File: src/rtl/bp_outcome_tracker_pkg.sv
// Shared types and helpers for the branch-outcome tracker.
// Optional statistics are enabled by the BP_TRACKER_STATS_EN macro.
package bp_outcome_tracker_pkg;

  typedef struct packed {
    int unsigned VLEN;
    int unsigned INSTR_PER_FETCH;
    logic        RVC;
  } cva6_cfg_t;

  localparam cva6_cfg_t cva6_cfg_empty = '{VLEN: 32'd32, INSTR_PER_FETCH: 32'd2, RVC: 1'b1};

  localparam int unsigned STAT_W = 32;

  function automatic int unsigned slot_width(input int unsigned ipf);
    return (ipf > 32'd1) ? $clog2(ipf) : 32'd1;
  endfunction

  // Saturating increment so long-running statistics never wrap to zero.
  function automatic logic [STAT_W-1:0] sat_inc(input logic [STAT_W-1:0] v, input logic en);
    if (en && (v != 32'hFFFF_FFFF)) begin
      return v + 32'd1;
    end else begin
      return v;
    end
  endfunction

endpackage

File: src/rtl/bp_outcome_tracker_if.sv
// Push / resolve / chooser-update bundle between frontend, execute and the tracker.
interface bp_outcome_tracker_if
  import bp_outcome_tracker_pkg::*;
#(
  parameter int unsigned VLEN = 32,
  parameter int unsigned IPF  = 2
);
  localparam int unsigned SLOT_W = slot_width(IPF);

  logic              push_valid;
  logic              push_ready;
  logic [VLEN-1:0]   push_pc;
  logic [SLOT_W-1:0] push_slot;
  logic              push_local_taken;
  logic              push_global_taken;
  logic              resolve_valid;
  logic [VLEN-1:0]   resolve_pc;
  logic              resolve_taken;
  logic              upd_valid;
  logic [VLEN-1:0]   upd_pc;
  logic              upd_taken;
  logic [IPF-1:0]    local_correct;
  logic [IPF-1:0]    global_correct;

  modport master (
    output push_valid, push_pc, push_slot, push_local_taken, push_global_taken,
    output resolve_valid, resolve_pc, resolve_taken,
    input  push_ready, upd_valid, upd_pc, upd_taken, local_correct, global_correct
  );

  modport slave (
    input  push_valid, push_pc, push_slot, push_local_taken, push_global_taken,
    input  resolve_valid, resolve_pc, resolve_taken,
    output push_ready, upd_valid, upd_pc, upd_taken, local_correct, global_correct
  );
endinterface

File: src/rtl/bp_outcome_tracker_fifo.sv
// In-order circular buffer of tracked branches; pointers carry an extra wrap bit.
module bp_track_fifo #(
  parameter type         entry_t = logic,
  parameter int unsigned DEPTH   = 8
) (
  input  logic                   clk_i,
  input  logic                   rst_ni,
  input  logic                   flush_i,
  input  logic                   push_i,
  input  entry_t                 push_data_i,
  input  logic                   pop_i,
  output entry_t                 head_o,
  output logic                   head_valid_o,
  output logic                   full_o,
  output logic                   empty_o,
  output logic [$clog2(DEPTH):0] count_o
);
  localparam int unsigned PTR_W = $clog2(DEPTH);

  logic [PTR_W:0]   wr_ptr_q, rd_ptr_q;
  logic [DEPTH-1:0] valid_q;
  entry_t           mem_q [DEPTH];

  assign full_o       = (wr_ptr_q[PTR_W-1:0] == rd_ptr_q[PTR_W-1:0]) &&
                        (wr_ptr_q[PTR_W] != rd_ptr_q[PTR_W]);
  assign empty_o      = (wr_ptr_q == rd_ptr_q);
  assign count_o      = wr_ptr_q - rd_ptr_q;
  assign head_o       = mem_q[rd_ptr_q[PTR_W-1:0]];
  assign head_valid_o = valid_q[rd_ptr_q[PTR_W-1:0]];

  // Callers gate push with !full and pop with !empty, so both never hit one slot.
  always_ff @(posedge clk_i) begin
    if (!rst_ni) begin
      wr_ptr_q <= '0;
      rd_ptr_q <= '0;
      valid_q  <= '0;
      for (int i = 0; i < int'(DEPTH); i++) begin
        mem_q[i] <= '0;
      end
    end else if (flush_i) begin
      wr_ptr_q <= '0;
      rd_ptr_q <= '0;
      valid_q  <= '0;
    end else begin
      if (push_i) begin
        mem_q[wr_ptr_q[PTR_W-1:0]]   <= push_data_i;
        valid_q[wr_ptr_q[PTR_W-1:0]] <= 1'b1;
        wr_ptr_q                     <= wr_ptr_q + 1'b1;
      end
      if (pop_i) begin
        valid_q[rd_ptr_q[PTR_W-1:0]] <= 1'b0;
        rd_ptr_q                     <= rd_ptr_q + 1'b1;
      end
    end
  end

endmodule

File: src/rtl/bp_outcome_tracker.sv
// Pairs resolved conditional branches with their recorded predictions and emits chooser updates.
// Optional saturating statistics counters are enabled by BP_TRACKER_STATS_EN.
module bp_outcome_tracker
  import bp_outcome_tracker_pkg::*;
#(
  parameter cva6_cfg_t   CVA6Cfg     = cva6_cfg_empty,
  parameter int unsigned NR_INFLIGHT = 8
) (
  input  logic                         clk_i,
  input  logic                         rst_ni,
  input  logic                         flush_i,
  input  logic                         debug_mode_i,
  bp_outcome_tracker_if.slave          bus,
  output logic                         mismatch_o,
  output logic [$clog2(NR_INFLIGHT):0] count_o
`ifdef BP_TRACKER_STATS_EN
  ,
  output logic [STAT_W-1:0]            stat_resolved_o,
  output logic [STAT_W-1:0]            stat_local_ok_o,
  output logic [STAT_W-1:0]            stat_global_ok_o,
  output logic [STAT_W-1:0]            stat_both_wrong_o
`endif
);
  localparam int unsigned VLEN   = CVA6Cfg.VLEN;
  localparam int unsigned IPF    = CVA6Cfg.INSTR_PER_FETCH;
  localparam int unsigned SLOT_W = slot_width(IPF);

  typedef struct packed {
    logic [VLEN-1:0]   pc;
    logic [SLOT_W-1:0] slot;
    logic              local_taken;
    logic              global_taken;
  } bp_track_entry_t;

  typedef struct packed {
    logic            valid;
    logic [VLEN-1:0] pc;
    logic            taken;
    logic [IPF-1:0]  local_correct;
    logic [IPF-1:0]  global_correct;
  } bp_chooser_update_t;

  bp_track_entry_t    push_entry_s, head_s;
  bp_chooser_update_t upd_d, upd_q;
  logic               full_s, empty_s, head_valid_s;
  logic               do_push_s, do_pop_s, hit_s, local_ok_s, global_ok_s;
  logic               mismatch_d, mismatch_q;

  assign push_entry_s.pc           = bus.push_pc;
  assign push_entry_s.slot         = CVA6Cfg.RVC ? bus.push_slot : '0;
  assign push_entry_s.local_taken  = bus.push_local_taken;
  assign push_entry_s.global_taken = bus.push_global_taken;

  assign do_push_s   = bus.push_valid && !full_s && !debug_mode_i && !flush_i;
  assign do_pop_s    = bus.resolve_valid && !empty_s && head_valid_s && !flush_i;
  assign hit_s       = do_pop_s && (bus.resolve_pc == head_s.pc);
  assign local_ok_s  = (head_s.local_taken == bus.resolve_taken);
  assign global_ok_s = (head_s.global_taken == bus.resolve_taken);

  bp_track_fifo #(
    .entry_t (bp_track_entry_t),
    .DEPTH   (NR_INFLIGHT)
  ) i_fifo (
    .clk_i        (clk_i),
    .rst_ni       (rst_ni),
    .flush_i      (flush_i),
    .push_i       (do_push_s),
    .push_data_i  (push_entry_s),
    .pop_i        (do_pop_s),
    .head_o       (head_s),
    .head_valid_o (head_valid_s),
    .full_o       (full_s),
    .empty_o      (empty_s),
    .count_o      (count_o)
  );

  // Next chooser beat: correctness bits only at the head entry's fetch slot.
  always_comb begin
    upd_d = '0;
    if (hit_s) begin
      upd_d.valid = 1'b1;
      upd_d.pc    = bus.resolve_pc;
      upd_d.taken = bus.resolve_taken;
      for (int i = 0; i < int'(IPF); i++) begin
        upd_d.local_correct[i]  = (head_s.slot == SLOT_W'(i)) && local_ok_s;
        upd_d.global_correct[i] = (head_s.slot == SLOT_W'(i)) && global_ok_s;
      end
    end else begin
      upd_d = '0;
    end
  end

  // Mismatch is sticky until flush or reset.
  always_comb begin
    mismatch_d = mismatch_q;
    if (flush_i) begin
      mismatch_d = 1'b0;
    end else if (do_pop_s && !hit_s) begin
      mismatch_d = 1'b1;
    end else begin
      mismatch_d = mismatch_q;
    end
  end

  // Output registers.
  always_ff @(posedge clk_i) begin
    if (!rst_ni) begin
      upd_q      <= '0;
      mismatch_q <= 1'b0;
    end else begin
      upd_q      <= upd_d;
      mismatch_q <= mismatch_d;
    end
  end

  assign bus.push_ready     = !full_s;
  assign bus.upd_valid      = upd_q.valid;
  assign bus.upd_pc         = upd_q.pc;
  assign bus.upd_taken      = upd_q.taken;
  assign bus.local_correct  = upd_q.local_correct;
  assign bus.global_correct = upd_q.global_correct;
  assign mismatch_o         = mismatch_q;

`ifdef BP_TRACKER_STATS_EN
  logic [STAT_W-1:0] stat_res_q, stat_lok_q, stat_gok_q, stat_bw_q;

  // Statistics survive flushes; only reset clears them.
  always_ff @(posedge clk_i) begin
    if (!rst_ni) begin
      stat_res_q <= '0;
      stat_lok_q <= '0;
      stat_gok_q <= '0;
      stat_bw_q  <= '0;
    end else begin
      stat_res_q <= sat_inc(stat_res_q, hit_s);
      stat_lok_q <= sat_inc(stat_lok_q, hit_s && local_ok_s);
      stat_gok_q <= sat_inc(stat_gok_q, hit_s && global_ok_s);
      stat_bw_q  <= sat_inc(stat_bw_q, hit_s && !local_ok_s && !global_ok_s);
    end
  end

  assign stat_resolved_o   = stat_res_q;
  assign stat_local_ok_o   = stat_lok_q;
  assign stat_global_ok_o  = stat_gok_q;
  assign stat_both_wrong_o = stat_bw_q;
`endif

endmodule
File: src/flat_wrapper.sv
// flat-port wrapper written by rule: the top's interface ports become plain ports
module bp_outcome_tracker_flat import bp_outcome_tracker_pkg::*;
#(
  parameter cva6_cfg_t   CVA6Cfg     = cva6_cfg_empty,
  parameter int unsigned NR_INFLIGHT = 8
)
  (clk_i, rst_ni, flush_i, debug_mode_i, mismatch_o, count_o, bus_push_valid, bus_push_pc, bus_push_slot, bus_push_local_taken, bus_push_global_taken, bus_resolve_valid, bus_resolve_pc, bus_resolve_taken, bus_push_ready, bus_upd_valid, bus_upd_pc, bus_upd_taken, bus_local_correct, bus_global_correct);
  bp_outcome_tracker_if bus_i ();
  input  logic clk_i;
  input  logic rst_ni;
  input  logic flush_i;
  input  logic debug_mode_i;
  output logic mismatch_o;
  output logic [$clog2(NR_INFLIGHT):0] count_o;
  input wire logic [$bits(bus_i.push_valid)-1:0] bus_push_valid;
  input wire logic [$bits(bus_i.push_pc)-1:0] bus_push_pc;
  input wire logic [$bits(bus_i.push_slot)-1:0] bus_push_slot;
  input wire logic [$bits(bus_i.push_local_taken)-1:0] bus_push_local_taken;
  input wire logic [$bits(bus_i.push_global_taken)-1:0] bus_push_global_taken;
  input wire logic [$bits(bus_i.resolve_valid)-1:0] bus_resolve_valid;
  input wire logic [$bits(bus_i.resolve_pc)-1:0] bus_resolve_pc;
  input wire logic [$bits(bus_i.resolve_taken)-1:0] bus_resolve_taken;
  output wire logic [$bits(bus_i.push_ready)-1:0] bus_push_ready;
  output wire logic [$bits(bus_i.upd_valid)-1:0] bus_upd_valid;
  output wire logic [$bits(bus_i.upd_pc)-1:0] bus_upd_pc;
  output wire logic [$bits(bus_i.upd_taken)-1:0] bus_upd_taken;
  output wire logic [$bits(bus_i.local_correct)-1:0] bus_local_correct;
  output wire logic [$bits(bus_i.global_correct)-1:0] bus_global_correct;
  assign bus_i.push_valid = bus_push_valid;
  assign bus_i.push_pc = bus_push_pc;
  assign bus_i.push_slot = bus_push_slot;
  assign bus_i.push_local_taken = bus_push_local_taken;
  assign bus_i.push_global_taken = bus_push_global_taken;
  assign bus_i.resolve_valid = bus_resolve_valid;
  assign bus_i.resolve_pc = bus_resolve_pc;
  assign bus_i.resolve_taken = bus_resolve_taken;
  assign bus_push_ready = bus_i.push_ready;
  assign bus_upd_valid = bus_i.upd_valid;
  assign bus_upd_pc = bus_i.upd_pc;
  assign bus_upd_taken = bus_i.upd_taken;
  assign bus_local_correct = bus_i.local_correct;
  assign bus_global_correct = bus_i.global_correct;
  bp_outcome_tracker #(.CVA6Cfg(CVA6Cfg), .NR_INFLIGHT(NR_INFLIGHT)) u_core (.clk_i(clk_i), .rst_ni(rst_ni), .flush_i(flush_i), .debug_mode_i(debug_mode_i), .bus(bus_i), .mismatch_o(mismatch_o), .count_o(count_o));
endmodule
File: config.mk
export PLATFORM = sky130hd
export DESIGN_NAME = bp_outcome_tracker_flat
export DESIGN_NICKNAME = d
export VERILOG_FILES = /design/src/rtl/bp_outcome_tracker_pkg.sv /design/src/rtl/bp_outcome_tracker_if.sv /design/src/rtl/bp_outcome_tracker_fifo.sv /design/src/rtl/bp_outcome_tracker.sv /design/src/flat_wrapper.sv
export SDC_FILE = /design/constraint.sdc
export NUM_CORES = 1
export LEC_CHECK = 0
export BUFFER_PORTS_ARGS = -buffer_cell sky130_fd_sc_hd__clkbuf_2
export CORE_MARGIN = 2
export CORE_UTILIZATION = 60
export CTS_CLUSTER_SIZE = 28
export DETAILED_ROUTE_END_ITERATION = 12
export PLACE_DENSITY = 0.8
export SYNTH_ARGS = -nofsm -noshare
export SYNTH_HDL_FRONTEND = slang
export SYNTH_SLANG_ARGS = --single-unit
export TNS_END_PERCENT = 20
File: constraint.sdc
create_clock -name clk_i -period 7.9 [get_ports clk_i]
set_clock_uncertainty 0.2 [all_clocks]
set_input_delay 0.395 -clock clk_i [delete_from_list [all_inputs] [get_ports clk_i]]
set_output_delay 0.395 -clock clk_i [all_outputs]
set_load 0.01 [all_outputs]
# --- Word-level counts from Yosys, hierarchy flattened ---
# Memories as Yosys holds them, arrays and structs flattened. A register that Yosys moved wholly into a read port is not among the register bits.
# Cells that the tools add are included.
classes:
  add_sub_neg: 3
  magnitude_cmp: 4
  eq_ne: 6
  n_mux: 21
  bitwise_logic: 5
  n_reduce_logical: 23
op_table:
  columns: ["operator", "n"]
  rows:
  - ["$mux W38", 1]
  - ["$mux W35", 1]
  - ["$reduce_or A35 Y1", 1]
  - ["$eq A32 B32 Y1", 1]
  - ["$mux W8", 4]
  - ["$logic_and A1 B1 Y1", 15]
  - ["$mux W1", 9]
  - ["$mux W3", 3]
  - ["$add A4 B1 Y4 const B", 2]
  - ["$and A8 B8 Y8", 1]
  - ["$lt A3 B4 Y1 const B", 2]
  - ["$not A8 Y8", 1]
  - ["$or A8 B8 Y8", 1]
  - ["$demux W1 S3", 2]
  - ["$ge A3 B1 Y1 const B", 2]
  - ["$logic_not A1 Y1", 5]
  - ["$eq A4 B4 Y1", 1]
  - ["$sub A4 B4 Y4", 1]
  - ["$bmux W1 S3", 1]
  - ["$eq A3 B3 Y1", 1]
  - ["$eq A1 B1 Y1", 2]
  - ["$not A1 Y1", 2]
  - ["$reduce_and A2 Y1", 1]
  - ["$reduce_or A2 Y1", 1]
  - ["$ne A1 B1 Y1", 1]
totals:
  register_bits: 55
  ramBits: 280
  inputBits: 74
  output_inout_bits: 44
  elab_cells: 72
  n_memories: 1
mem_list:
  columns: ["memory", "words", "width", "read_ports", "rd_clocked_by_memory_dff", "wr", "line_no", "source"]
  rows:
  - ["u_core.i_fifo.mem_q", 8, 35, 1, 1, 8, "bp_outcome_tracker_fifo.sv:22", "entry_t mem_q [DEPTH];"]

# --- Logic depth before layout (Yosys ltp) ---
# Gate-level depths: netlist of run 1.
depth:
  word_depth: 12
  mapped_depth: 12
  depth_no_buf: 9

# --- Cells and area by module ---
# A second synthesis of run 1 with hierarchy kept.
unflattened:
  cells_unflattened: 960
  area_unflattened_um2: 14988.1
by_module_without_submodules:
  columns: ["module", "instances", "cells_each", "area_per_inst_um2", "seq_area_each_um2"]
  rows:
  - ["bp_track_fifo", 1, 828, 13528.0, 8788.4]
  - ["bp_outcome_tracker", 1, 132, 1460.2, 780.7]

# --- Worst setup path after synthesis of run 1 ---
# OpenSTA, ideal clock, no wires.
synth_timing:
  kind: "register to register"
  from: "reg u_core.i_fifo.rd_ptr_q[1]"
  to: "mem u_core.i_fifo.mem_q[6][0] (netlist name), enable pin"
  setup_ns: 0.476
  arrival_ns: 4.204
  t_required_ns: 7.224
  setup_slack_ns: 3.020
  path_stages_with_launch: 10
  path_buffers: 2
  synth_period_minus_slack_ns: 4.880
  cell_sequence: "dfxtp_1 -> buf_2 -> inv_1 -> ha_1 -> nand3_1 -> nand2b_1 -> and3_1 -> clkbuf_1 -> nand2_1 -> o21ai_0"
synth_lines:
  columns: ["element", "line_no", "source"]
  rows:
  - ["start, declared", "bp_outcome_tracker_fifo.sv:20", "logic [PTR_W:0] wr_ptr_q, rd_ptr_q;"]
  - ["start signal, assigned", "bp_outcome_tracker_fifo.sv:52", "rd_ptr_q <= rd_ptr_q + 1'b1;"]
  - ["end, declared", "bp_outcome_tracker_fifo.sv:22", null]

==> summary by stage, run 1 <==
Run status
The run finished with clean final reports.

Critical path
The minimum setup slack among reg-to-reg paths is 2.88 ns. For the worst setup path, the data arrival time is 5.24 ns. The destination of the critical timing path is u_core.bus.local_correct[0]. The highest fanout seen on the critical path is 30.

The required arrival time at the worst endpoint is 8.11 ns. The type of destination of the critical path is a flop. The capture point of the worst reg-to-reg path is u_core.bus.local_correct[0]. The startpoint-to-endpoint class of the critical path is reg -> reg. For the worst flop-to-flop path, the logic depth is 9.

STA classifies the critical path startpoint as a flop.

Timing
Timing would allow up to 0.1991 GHz. The final period demand of the worst path is 5.023 ns. The total setup violations reported at the end of the flow is 0. Setup repair after global routing left no endpoint under its margin. The final hold violation count came to 0. The worst hold slack across all endpoints is 0.009483 ns. The final number of max-transition violations came to 0. The final cycle utilization of the critical path is 63.59%.

The worst setup slack after layout is 2.877 ns. The transition time at the pin with the least slew margin is 1.133 ns. The max-slew headroom at the worst pin is 24.27%.

Setup total negative slack on the finished layout was measured at 0 ns.

Global routing
The global-route usage over all layers is 28.91%. Global routing used 49.06% of the available met2 tracks. The number of antenna violations at the first check in global routing is 5. The met1 layer usage reported by global route is 38.64%. The via count of the first global-routing pass was 9802. The largest net degree at the start of global routing is 61. The global routing's busiest layer is met2. The first global-routing pass estimated 56700 µm of wire. Global routing finished with a remaining overflow of 0.

The met3 track utilization from global routing is 5.067%.

Logic synthesis
After synthesis the netlist holds a flip-flop and latch count of 338. The share of the Yosys chip area taken by registers is 63.09%. The share of flip-flops with an asynchronous set or reset is 0%. The post-synthesis cell area is 15170 µm².

After synthesis, the cell types taking the most area are sky130_fd_sc_hd__edfxtp_1 55%, sky130_fd_sc_hd__and2_1 10%, sky130_fd_sc_hd__dfxtp_1 7.7%, sky130_fd_sc_hd__mux4_2 5.9%, sky130_fd_sc_hd__mux2i_1 3.4%. Sorting the synthesized cells by how often they occur yields 280 x sky130_fd_sc_hd__edfxtp_1, 245 x sky130_fd_sc_hd__and2_1, 58 x sky130_fd_sc_hd__dfxtp_1, 52 x sky130_fd_sc_hd__mux2i_1, 46 x sky130_fd_sc_hd__nor3_1. For this run, the number of Yosys warnings is 0. The prevailing post-synth register cell is sky130_fd_sc_hd__edfxtp_1. sky130_fd_sc_hd__edfxtp_1 is the most common cell in the netlist. The library cell with the largest summed area after synthesis is sky130_fd_sc_hd__edfxtp_1. The share of synthesized area in the top cell type comes to 55.44%. The number of synthesized flops with an enable pin is 280.

Dividing the synthesized area by the synthesized cell count gives 13.91 µm². The synthesized netlist cell count is 1090. The post-synth net total is 1170.

The number of unique standard cell types used by synthesis is 40.

Floorplan
The standard cell core area is 24960 µm². The floorplan step defined a die boundary enclosing 26570 µm². The die span in y is 163.0 µm. The die boundary width is 163.0 µm. 118 I/O pins were placed. The initial utilization of the core area, before any placement, comes to 60.76%. The standard-cell row count is 58.

Min path
The number of instances on the worst hold path is 3. The tightest min-delay check is of the in -> reg type.

Clock tree
The number of H-tree levels is 2. At the later pin of the worst-skew pair, clock insertion delay measures 0.52 ns. The clock edge transition at the registers on the reported setup and hold paths is 0.06 ns.

The number of clock buffers inserted by TritonCTS is 35. The number of instances resized during post-cts repair is 0. Clock tree synthesis selected as its root buffer the cell sky130_fd_sc_hd__clkbuf_16. The CTS tree is yes. The number of buffers inserted by post-CTS setup repair is 0. The clock net sink count is 338.

For this design, the CTS-stage hold fixing added 26 buffers. The maximum buffer depth of the clock tree is 3.

Route
The detailed-route via count is 9666. The final wirelength is 37870 µm. The post-route antenna net violation count is 0. The detailed router's first-iteration violation count is 1085. After detailed routing, the average wire length per cell comes to 23.91 µm. The first detailed-routing pass ran for 7 iterations. Dividing the detail-routed via count by the number of cells gives 6.102. The number of remaining DRC errors is 0.

Pwr
In this run the static leakage power is 0.006705 µW. The part of the power in combinational logic is 4.5%. The cell area power density is 214.0 nW/µm². In this run the power spent charging and discharging nets is 788.8 µW.

The clock network burns 42.1% of the power. The sequential cell fraction of total power is 53.4%. Overall power consumption after layout is estimated at 3728 µW. The switching share of power is 21.16%. The internal power of the cells totals 2939 µW. Across the VDD grid, the largest voltage drop is 161.6 µV.

Placement
Including well taps, the total number of placed cells is 1492. The placer congestion estimate is 0.8036. Prior to clock tree synthesis, the placed netlist has a worst setup slack of 3.033 ns. The count of port buffers added during placement is 117. The placed wire-length estimate after detailed placement is 21450 µm.

Job
Across the run, the number of max-cap violations was 0.

Cells and area
The number of nets in the final layout is 1305. The synthesis-to-finish area growth is 14.86%. The final non-filler cell total is 1584.

The share of layout cells above drive strength 1 is 22.14%.
## power by group through the flow
| stage | Clock [µW] | Sequential (µW) | Combinational, µW |
|---|---|---|---|
| 6_report | 1570 | 1990 | 168 |
| 5_1_grt | 1640 | 1990 | 179 |
| 3_5_place_dp | 0 | 2030 | 155 |
| 3_3_place_gp | 0 | 2020 | 153 |
| 4_1_cts | 1570 | 1990 | 167 |
| 2_1_floorplan | 0 | 2020 | 75.3 |
## per-layer routing
layer,vias up,wire length [µm]
li1,4231,-
met1,4836,14660
met2,513,18810
met3,82,3495
met4,4,884
met5,-,22
## cells in the final DEF, fill, tap and decap left out, types with 3 or more instances in the layout
cell and n:
sky130_fd_sc_hd__clkbuf_16 37, sky130_fd_sc_hd__and3_1 38, sky130_fd_sc_hd__mux4_2 40, sky130_fd_sc_hd__mux2i_1 52, sky130_fd_sc_hd__clkinv_2 6, sky130_fd_sc_hd__a21oi_1 9, sky130_fd_sc_hd__mux2_2 18, sky130_fd_sc_hd__nand2b_1 5
sky130_fd_sc_hd__clkbuf_1 9, sky130_fd_sc_hd__edfxtp_1 280, sky130_fd_sc_hd__o21ai_4 6, sky130_fd_sc_hd__clkbuf_8 5, sky130_fd_sc_hd__nor2b_1 3, sky130_fd_sc_hd__nand2_1 11, sky130_fd_sc_hd__nand4_1 5, sky130_fd_sc_hd__nor4b_1 8
sky130_fd_sc_hd__and2_1 245, sky130_fd_sc_hd__nor2_2 6, sky130_fd_sc_hd__mux2_1 15, sky130_fd_sc_hd__xor2_1 3, sky130_fd_sc_hd__nor3_2 11, sky130_fd_sc_hd__xnor2_1 22, sky130_fd_sc_hd__ha_1 5, sky130_fd_sc_hd__inv_1 42
sky130_fd_sc_hd__nor3_1 44, sky130_fd_sc_hd__a22o_1 17, sky130_fd_sc_hd__o21a_1 8, sky130_fd_sc_hd__o21ai_0 16, sky130_fd_sc_hd__o22ai_1 16, sky130_fd_sc_hd__nor2_1 22, sky130_fd_sc_hd__buf_4 20, sky130_fd_sc_hd__diode_2 3
sky130_fd_sc_hd__clkinv_1 4, sky130_fd_sc_hd__clkbuf_2 117, sky130_fd_sc_hd__nor4_1 4, sky130_fd_sc_hd__dlygate4sd3_1 26, sky130_fd_sc_hd__nand3_1 4, sky130_fd_sc_hd__dfxtp_1 55
## how the worst min path moves through the flow
stage                                   start                   endpoint
floorplan            u_core.i_fifo.valid_q[7]   u_core.i_fifo.valid_q[7]
global placement    u_core.i_fifo.wr_ptr_q[0]  u_core.i_fifo.wr_ptr_q[0]
detailed placement          u_core.mismatch_o          u_core.mismatch_o
CTS                        bus_resolve_pc[22]      u_core.bus.upd_pc[22]
global route               bus_resolve_pc[22]      u_core.bus.upd_pc[22]
finish                     bus_resolve_pc[22]      u_core.bus.upd_pc[22]
## kinds of logic after synthesis
group	Yosys count	share of synthesized area [%]
DFF	338	63.09
adders and majority gates	6	0.5445
buffers and inverters	107	3.432
xor gates and xnor gates	25	1.444
AOI/OAI and AO/OA	75	3.201
and+or+nand+nor	414	16.47
muxes	125	11.82
## flip-flops by register name, summed over array words and instances (netlist names), named ones only
signal and flops:
u_core.bus.upd_taken 1, u_core.bus.local_correct 2, u_core.i_fifo.wr_ptr_q 4, u_core.bus.global_correct 2, u_core.i_fifo.rd_ptr_q 4, u_core.i_fifo.mem_q 280
u_core.mismatch_o 1, u_core.i_fifo.valid_q 8, u_core.bus.upd_valid 1, u_core.bus.upd_pc 32
## through the flow
step	area [µm²]	util [%]
floorplan	15170	-
global placement	16060	64.35
detailed placement	16060	64.35
CTS	17410	69.75
global route	17420	69.77
finish	17420	69.78
## area by class of cell
cell class | instances | area [µm²]
Fill cell | 1650 | 7543
Inverter | 42 | 157.7
Antenna cell | 3 | 7.507
Clock buffer | 51 | 1028
Clock inverter | 12 | 60.06
Sequential cell | 338 | 9575
Timing Repair Buffer | 163 | 996.0
Multi-Input combinational cell | 645 | 5182
Tap cell | 330 | 412.9
## worst max-delay path: stages, from the launching register on
cell                      delay (ns)
sky130_fd_sc_hd__dfxtp_2        0.78
sky130_fd_sc_hd__buf_4          0.64
sky130_fd_sc_hd__mux2_2         0.40
sky130_fd_sc_hd__o22ai_1        0.20
sky130_fd_sc_hd__nor3_1         0.09
sky130_fd_sc_hd__nor4b_1        0.61
sky130_fd_sc_hd__and4_1         0.31
sky130_fd_sc_hd__nand4_1        0.79
sky130_fd_sc_hd__buf_4          0.56
sky130_fd_sc_hd__nor4_1         0.30
No activity file was read; power rests on OpenSTA's default activity.
==> inputs of run 2 (changes only) <==
--- a/config.mk
+++ b/config.mk
@@ -5,6 +5,7 @@
 export SDC_FILE = /design/constraint.sdc
 export NUM_CORES = 1
 export LEC_CHECK = 0
+export ABC_AREA = 1
 export BUFFER_PORTS_ARGS = -buffer_cell sky130_fd_sc_hd__clkbuf_2
 export CORE_MARGIN = 2
 export CORE_UTILIZATION = 60
==> constraint.sdc (replaced) <==
create_clock -name clk_i -period 5 [get_ports clk_i]
set_clock_uncertainty 0.2 [all_clocks]
set_input_delay 0.25 -clock clk_i [delete_from_list [all_inputs] [get_ports clk_i]]
set_output_delay 0.25 -clock clk_i [all_outputs]
set_load 0.01 [all_outputs]
==> summary by stage, run 2 <==
Run status
The run finished with clean final reports.

Cells and area
In the layout the commonest cells are 421 x sky130_fd_sc_hd__nand2_1, 403 x sky130_fd_sc_hd__nor2_1, 280 x sky130_fd_sc_hd__edfxtp_1. The synthesis-to-finish area growth is 16.99%. The flip-flop count of the largest register, all copies and words added is 280 (unchanged). The most flop-heavy register is u_core.i_fifo.mem_q.

The leading cell type in the layout, fill and taps excluded is sky130_fd_sc_hd__nand2_1. The final non-filler cell area came to 17970 µm² (+3.2%). The filler cell count is 1808 (+9.6%). The share of layout cells above drive strength 1 is 10.44% (-12 points). The number of nets in the final layout is 1981 (+52%). The number of inserted diodes came to 0 (-3).

Timing
The final cycle utilization of the critical path came to 74.25% (+11 points). The final period demand of the worst path is 3.713 ns (-1.311 ns). The highest attainable clock frequency is 0.2694 GHz (+35%). The transition time at the pin with the least slew margin was 1.219 ns (+0.08602 ns). The accumulated negative setup slack was 0 ns (unchanged). The total setup violations reported at the end of the flow came to 0 (unchanged). The final number of max-transition violations is 0 (unchanged). Setup repair after global routing left no endpoint under its margin.

The max-slew headroom at the worst pin is 18.43% (-5.8 points). The final hold violation count is 0 (unchanged). The worst hold slack across all endpoints is 0.00002204 ns (-0.009461 ns).

The worst setup slack after layout is 1.287 ns (-1.589 ns).

Clock tree
The clock latency reported for the late side of the worst-skew pair came to 0.52 ns (about the same). The CTS tree is yes. The maximum buffer depth of the clock tree was 3 (unchanged). The number of buffers inserted by post-CTS setup repair is 0 (unchanged). The clock net sink count came to 338 (unchanged). The number of clock buffers inserted by TritonCTS came to 35 (unchanged).

The clock root buffer master is sky130_fd_sc_hd__clkbuf_16. The number of H-tree levels was 2 (unchanged). The clock edge transition at the registers on the reported setup and hold paths is 0.06 ns (about the same).

Global routing
The first-pass GRT wire length is 63060 µm (+11%). The global-route usage over all layers is 31.02% (+2.1 points). The largest net degree at the start of global routing came to 98 (+61%). The total congestion overflow after global routing is 0 (unchanged). The number of antenna violations at the first check in global routing is 0 (-5). The via count of the first global-routing pass was 12079 (+23%).

Pwr
The cell area power density was 334.2 nW/µm² (+56%). The cell-internal power was 4718 µW (+61%). The part of the power in combinational logic is 5.4% (+0.9 points). The maximum vdd drop is 295.2 µV (+83%). The share of total power in the clock network was 42.1% (about the same). The switching share of power is 21.44% (+0.28 points). The sequential cell fraction of total power is 52.5% (-0.9 points).

The reported net switching power is 1288 µW (+63%). The static leakage is 0.008145 µW (+21%).

Route
The post-route antenna net violation count is 0 (unchanged). The first-pass iteration count of the detailed router is 7 (unchanged). The average wire per standard cell is 18.40 µm (-23%). The final wirelength is 41510 µm (+9.6%). The number of remaining DRC errors was 0 (unchanged).

The detailed router's first-iteration violation count is 1423 (+31%). The routed via count divided by cell count is 5.526 (-9.4%). The detailed-route via count came to 12467 (+29%).

Critical path
The required arrival time at the worst endpoint came to 5.24 ns (-2.87 ns). The highest fanout seen on the critical path is 92 (+210%). STA classifies the critical path startpoint as a flop.

The data arrival time at the worst-slack endpoint came to 3.96 ns (-1.28 ns). The minimum setup slack among reg-to-reg paths is 1.29 ns (-1.59 ns). The startpoint-to-endpoint class of the critical path is reg -> reg. STA classifies the critical path endpoint as a flop.

Placement
The placer congestion estimate is 0.8422 (+4.8%). The placed standard-cell area is 16190 µm² (+0.76%). The count of port buffers added during placement came to 117 (unchanged). The setup slack at placement is 1.468 ns (-1.565 ns). The placed wire-length estimate after detailed placement is 22500 µm (+4.9%).

Job
The reported max-cap violation count is 0 (unchanged).

Logic synthesis
The adder-cell share of the synthesized area was 0.5376% (-0.0069 points). The share of flip-flops with an asynchronous set or reset is 0% (unchanged). The complex-gate fraction of the synthesized area is 2.721% (-0.48 points). The most frequent cell after synthesis is sky130_fd_sc_hd__nand2_1. The fraction of synthesized cell area taken by the top area cell type is 54.74% (-0.70 points).

The number of synthesized flops with an enable pin is 280 (unchanged). The share of synthesized cell area in and, or, nand and nor gates is 26.37% (+9.9 points). The number of unique standard cell types used by synthesis is 33 (-18%). The post-synth net total was 1823 (+56%). The sequential area share after synthesis is 62.30% (-0.80 points).

Summed over all instances, the cell type with the most area after synthesis is sky130_fd_sc_hd__edfxtp_1. Yosys attributes the largest share of cell area to sky130_fd_sc_hd__edfxtp_1 55%, sky130_fd_sc_hd__nand2_1 10%, sky130_fd_sc_hd__nor2_1 9.8%, sky130_fd_sc_hd__dfxtp_1 7.6%, sky130_fd_sc_hd__nand3_1 5.5%. Sorting the synthesized cells by how often they occur yields 429 x sky130_fd_sc_hd__nand2_1, 403 x sky130_fd_sc_hd__nor2_1, 280 x sky130_fd_sc_hd__edfxtp_1, 218 x sky130_fd_sc_hd__inv_1, 170 x sky130_fd_sc_hd__nand3_1.

The share of synthesized area spent on multiplexers came to 0% (-12 points). Among all flip-flop cells after synthesis, the most frequent one is sky130_fd_sc_hd__edfxtp_1. The count of synthesis-stage warnings from yosys is 0 (unchanged). The synthesized netlist cell count was 1743 (+60%). The number of storage elements in the synthesis netlist is 338 (unchanged). The area share of xor/xnor cells in the synthesized design is 0.2851% (-1.2 points). By area, the combinational part of the netlist is dominated by simple AND/OR/NAND/NOR gates. The synthesized area divided by synthesized cell count was 8.813 µm² (-37%). The post-synthesis cell area was 15360 µm² (+1.3%).

Floorplan
The top-level port count is 118 (unchanged). The die span in y is 164.0 µm (+0.62%). The standard-cell row count is 58 (unchanged).

The die boundary width is 164.0 µm (+0.62%). The initial core utilization is 61.00% (+0.24 points). The standard cell core area came to 25180 µm² (+0.87%). The area of the die was 26900 µm² (+1.2%).

Min path
The worst hold path begins at bus_push_slot. The type of the worst min-delay path is in -> reg.
-- run 2: power by group through the flow --
stage	registers, µW	logic, µW	clock network [µW]
global placement	3210	270	0
CTS	3150	322	2530
floorplan	3200	165	0
detailed placement	3210	277	0
finish	3150	326	2530
global route	3160	358	2630
-- run 2: cell type report --
| type | count | area, µm² | share of cell area [%] |
|---|---|---|---|
| Clock inverter | 8 | 65.06 | 0.3620 |
| Clock buffer | 54 | 1040 | 5.786 |
| Sequential cell | 338 | 9574 | 53.28 |
| Tap cell | 330 | 412.9 | 2.298 |
| Inverter | 221 | 830.8 | 4.623 |
| Timing Repair Buffer | 204 | 1434 | 7.979 |
| Multi-Input combinational cell | 1101 | 4614 | 25.68 |
-- run 2: logic make-up (layout without fill, tap and decap cells) --
kind of cell,Yosys count,after routing
AOI/OAI and AO/OA,76,76
xor gates and xnor gates,5,5
and+or+nand+nor,1014,1014
buffers and inverters,304,487
adders and majority gates,6,6
DFF,338,338
-- run 2: worst max-delay path, stage by stage (launching register included) --
cell and delay (ns):
sky130_fd_sc_hd__dfxtp_4 0.36, sky130_fd_sc_hd__clkinv_2 0.05, sky130_fd_sc_hd__buf_4 0.76, sky130_fd_sc_hd__nand2_1 0.15, sky130_fd_sc_hd__nand3_1 0.12, sky130_fd_sc_hd__nand3_1 0.13, sky130_fd_sc_hd__nand2_1 0.11, sky130_fd_sc_hd__nand2_1 0.05
sky130_fd_sc_hd__nand2_1 0.10, sky130_fd_sc_hd__nand2_1 0.08, sky130_fd_sc_hd__nor2_1 0.24, sky130_fd_sc_hd__nand2_1 0.14, sky130_fd_sc_hd__nor2_2 0.18, sky130_fd_sc_hd__nand3_2 0.41, sky130_fd_sc_hd__buf_4 0.41, sky130_fd_sc_hd__nor2_1 0.14
-- run 2: path summary, 6_finish.rpt --
path / endpoint / cells after the start
max: u_core.bus.upd_pc[30] / 15
min reg2reg: u_core.i_fifo.valid_q[6] / 2
min: u_core.i_fifo.mem_q[4][2] / 3
max reg2reg: u_core.bus.upd_pc[30] / 15
-- run 2: timing repair --
action	CTS	global route
gates resized for setup	0	0
hold buffers	68	0
endpoints found under the hold margin	274	0
endpoints found under the setup margin	0	0
-- run 2: per-layer routing --
| metal | global-route usage (%) | up-vias | part of all wire (%) | routed length, µm |
|---|---|---|---|---|
| met1 | 39.28 | 5730 | 37 | 15200 |
| met5 | 0 | - | 0 | 0 |
| li1 | - | 5841 | - | - |
| met2 | 52.90 | 775 | 49 | 20400 |
| met3 | 4.747 | 121 | 11 | 4459 |
| met4 | 14.23 | 0 | 3.5 | 1452 |
-- run 2: stage by stage --
| stage | instances | total power, µW | utilization (%) |
|---|---|---|---|
| global placement | 2126 | 3475 | 64.28 |
| detailed placement | 2126 | 3486 | 64.28 |
| finish | 2256 | 6006 | 71.37 |
| floorplan | 1743 | 3368 | - |
| global route | 2256 | 6148 | 71.37 |
| CTS | 2256 | 5999 | 71.37 |
==> inputs of run 3 (changes only) <==
--- a/config.mk
+++ b/config.mk
@@ -5,7 +5,7 @@
 export SDC_FILE = /design/constraint.sdc
 export NUM_CORES = 1
 export LEC_CHECK = 0
-export ABC_AREA = 1
+export ABC_AREA = 0
 export BUFFER_PORTS_ARGS = -buffer_cell sky130_fd_sc_hd__clkbuf_2
 export CORE_MARGIN = 2
 export CORE_UTILIZATION = 60
==> constraint.sdc (replaced) <==
create_clock -name clk_i -period 3.5 [get_ports clk_i]
set_clock_uncertainty 0.2 [all_clocks]
set_input_delay 0.175 -clock clk_i [delete_from_list [all_inputs] [get_ports clk_i]]
set_output_delay 0.175 -clock clk_i [all_outputs]
set_load 0.01 [all_outputs]
==> summary by stage, run 3 (synthesized netlist as in run 1, its figures left out) <==
Critical path
The worst setup path is launched from a flop. The data arrival time at the worst-slack endpoint is 3.55 ns (-0.41 ns). The type of destination of the critical path is a flop.

The highest fanout seen on the critical path is 53 (-42%). The startpoint-to-endpoint class of the critical path is reg -> reg. The required arrival time at the worst endpoint is 3.69 ns (-1.55 ns).

Floorplan
The standard-cell row count is 58 (unchanged). The area of the die is 26570 µm² (-1.2%). The initial core utilization is 60.76% (-0.24 points).

The top-level port count is 118 (unchanged). The standard cell core area is 24960 µm² (-0.86%). The die boundary width is 163.0 µm (-0.62%). The die span in y is 163.0 µm (-0.62%).

Cells and area
The share of layout cells above drive strength 1 came to 22.51% (+12 points). The synthesis-to-finish area growth is 20.43%. In the layout the commonest cells are 280 x sky130_fd_sc_hd__edfxtp_1, 245 x sky130_fd_sc_hd__and2_1, 117 x sky130_fd_sc_hd__clkbuf_2.

The number of nets in the final layout is 1369 (-31%). The most flop-heavy register is u_core.i_fifo.mem_q. The share of the core filled with cells is 73.17% (+1.8 points). The flip-flop count of the largest register, all copies and words added was 280 (unchanged).

The leading cell type in the layout, fill and taps excluded is sky130_fd_sc_hd__edfxtp_1.

Clock tree
The CTS tree is yes. The clock root buffer master is sky130_fd_sc_hd__clkbuf_16. The clock latency reported for the late side of the worst-skew pair is 0.51 ns (about the same). The number of clock buffers inserted by TritonCTS is 35 (unchanged).

The maximum buffer depth of the clock tree came to 3 (unchanged). The clock edge transition at the registers on the reported setup and hold paths was 0.06 ns (about the same). The number of H-tree levels is 2 (unchanged). The clock net sink count is 338 (unchanged).

Route
The final wirelength came to 39030 µm (-6.0%). The detailed router's first-iteration violation count is 1061 (-25%). The routed via count divided by cell count came to 6.027 (+9.1%). The average wire per standard cell is 23.71 µm (+29%). The number of remaining DRC errors was 0 (unchanged).

The post-route antenna net violation count was 0 (unchanged). The first-pass iteration count of the detailed router was 5 (-2). The detailed-route via count came to 9920 (-20%).

Placement
The placer congestion estimate is 0.8525 (+1.2%). The count of port buffers added during placement is 117 (unchanged). The setup slack at placement was 0.3139 ns (-1.154 ns). The placed wire-length estimate after detailed placement came to 22790 µm (+1.3%).

Global routing
The global-route usage over all layers was 29.78% (-1.2 points). The via count of the first global-routing pass is 10195 (-16%). The first-pass GRT wire length is 58500 µm (-7.2%). The largest net degree at the start of global routing is 54 (-45%). The number of antenna violations at the first check in global routing is 1 (+1).

The total congestion overflow after global routing came to 0 (unchanged).

Pwr
The static leakage is 0.007088 µW (-13%). The maximum vdd drop came to 283.4 µV (-4.0%). The cell area power density is 479.5 nW/µm² (+43%).

Timing
The final number of max-transition violations is 0 (unchanged). The total setup violations reported at the end of the flow was 0 (unchanged). The final hold violation count is 0 (unchanged). Setup repair after global routing left no endpoint under its margin. The worst setup slack after layout is 0.1405 ns (-1.147 ns). The max-slew headroom at the worst pin came to 43.76% (+25 points). The final period demand of the worst path came to 3.360 ns (-0.3530 ns).

The highest attainable clock frequency is 0.2977 GHz (+11%). The transition time at the pin with the least slew margin is 0.8419 ns (-0.3774 ns). The final cycle utilization of the critical path is 95.99% (+22 points).

Min path
In this run the worst hold path is classified as in -> reg.

Run status
The flow ran to the end, and the final reports show no timing, DRC or antenna violations.

Job
The reported max-cap violation count was 0 (unchanged).
[run 3: worst max-delay path, cell delays in order (launching register included)]
cell and delay (ns):
sky130_fd_sc_hd__dfxtp_2 0.34, sky130_fd_sc_hd__buf_12 0.33, sky130_fd_sc_hd__nand2_1 0.39, sky130_fd_sc_hd__o22ai_1 0.34
sky130_fd_sc_hd__nor3_1 0.09, sky130_fd_sc_hd__nor4b_1 0.45, sky130_fd_sc_hd__and4_1 0.29, sky130_fd_sc_hd__nand4_1 0.11
sky130_fd_sc_hd__buf_4 0.27, sky130_fd_sc_hd__nor4_1 0.39
[run 3: final cells by class]
type | count | area, µm²
clock inverter | 11 | 123.9
inverter | 42 | 157.7
timing repair buffer | 227 | 1744
tap | 330 | 412.9
antenna | 1 | 2.502
sequential | 338 | 9575
multi-input combinational | 645 | 5186
clock buffer | 52 | 1064
fill | 1543 | 6698
[run 3: what timing repair did]
action                                 CTS  global route
setup endpoints to repair                0             1
setup buffers                            0             0
endpoints found under the hold margin  328             0
hold buffers                            73             0
gates resized for setup                  0             2
[run 3: final timing paths]
path,depth (start not counted),slack [ns],startpoint,endpoint
hold / removal,3,0.004,rst_ni,u_core.i_fifo.wr_ptr_q[0]
setup reg to reg,9,0.14,flop,u_core.bus.global_correct[0]
setup / recovery,9,0.14,flop,u_core.bus.global_correct[0]
hold reg to reg,1,0.30,u_core.mismatch_o,u_core.mismatch_o
[run 3: stage by stage]
| stage | std cells | TNS [ns] | power, µW | area (µm²) | hold WS (ns) |
|---|---|---|---|---|---|
| 2_1_floorplan | 1090 | -90.25 | 4735 | 15170 | 0.09511 |
| 6_report | 1646 | 0 | 8758 | 18270 | 0.003973 |
| 3_5_place_dp | 1509 | 0 | 4941 | 16340 | 0.2375 |
| 3_3_place_gp | 1509 | 0 | 4929 | 16340 | 0.2334 |
| 5_1_grt | 1645 | 0 | 8966 | 18260 | 0.07389 |
| 4_1_cts | 1645 | 0 | 8748 | 18260 | 0.003990 |
[run 3: power by group]
part           internal, µW  leakage [µW]  switching (µW)  total, µW
clock                  2320      0.000583            1500       3830
combinational           182       0.00312             259        441
sequential             4450       0.00338            37.0       4490
total                  6960       0.00709            1800       8760
[run 3: routing by layer]
layer	vias up	track usage (%)	part of all wire (%)
li1	4352	-	-
met1	4975	39.67	39
met2	496	49.40	49
met3	97	5.577	8.3
met4	0	10.82	3.2
met5	-	0	0
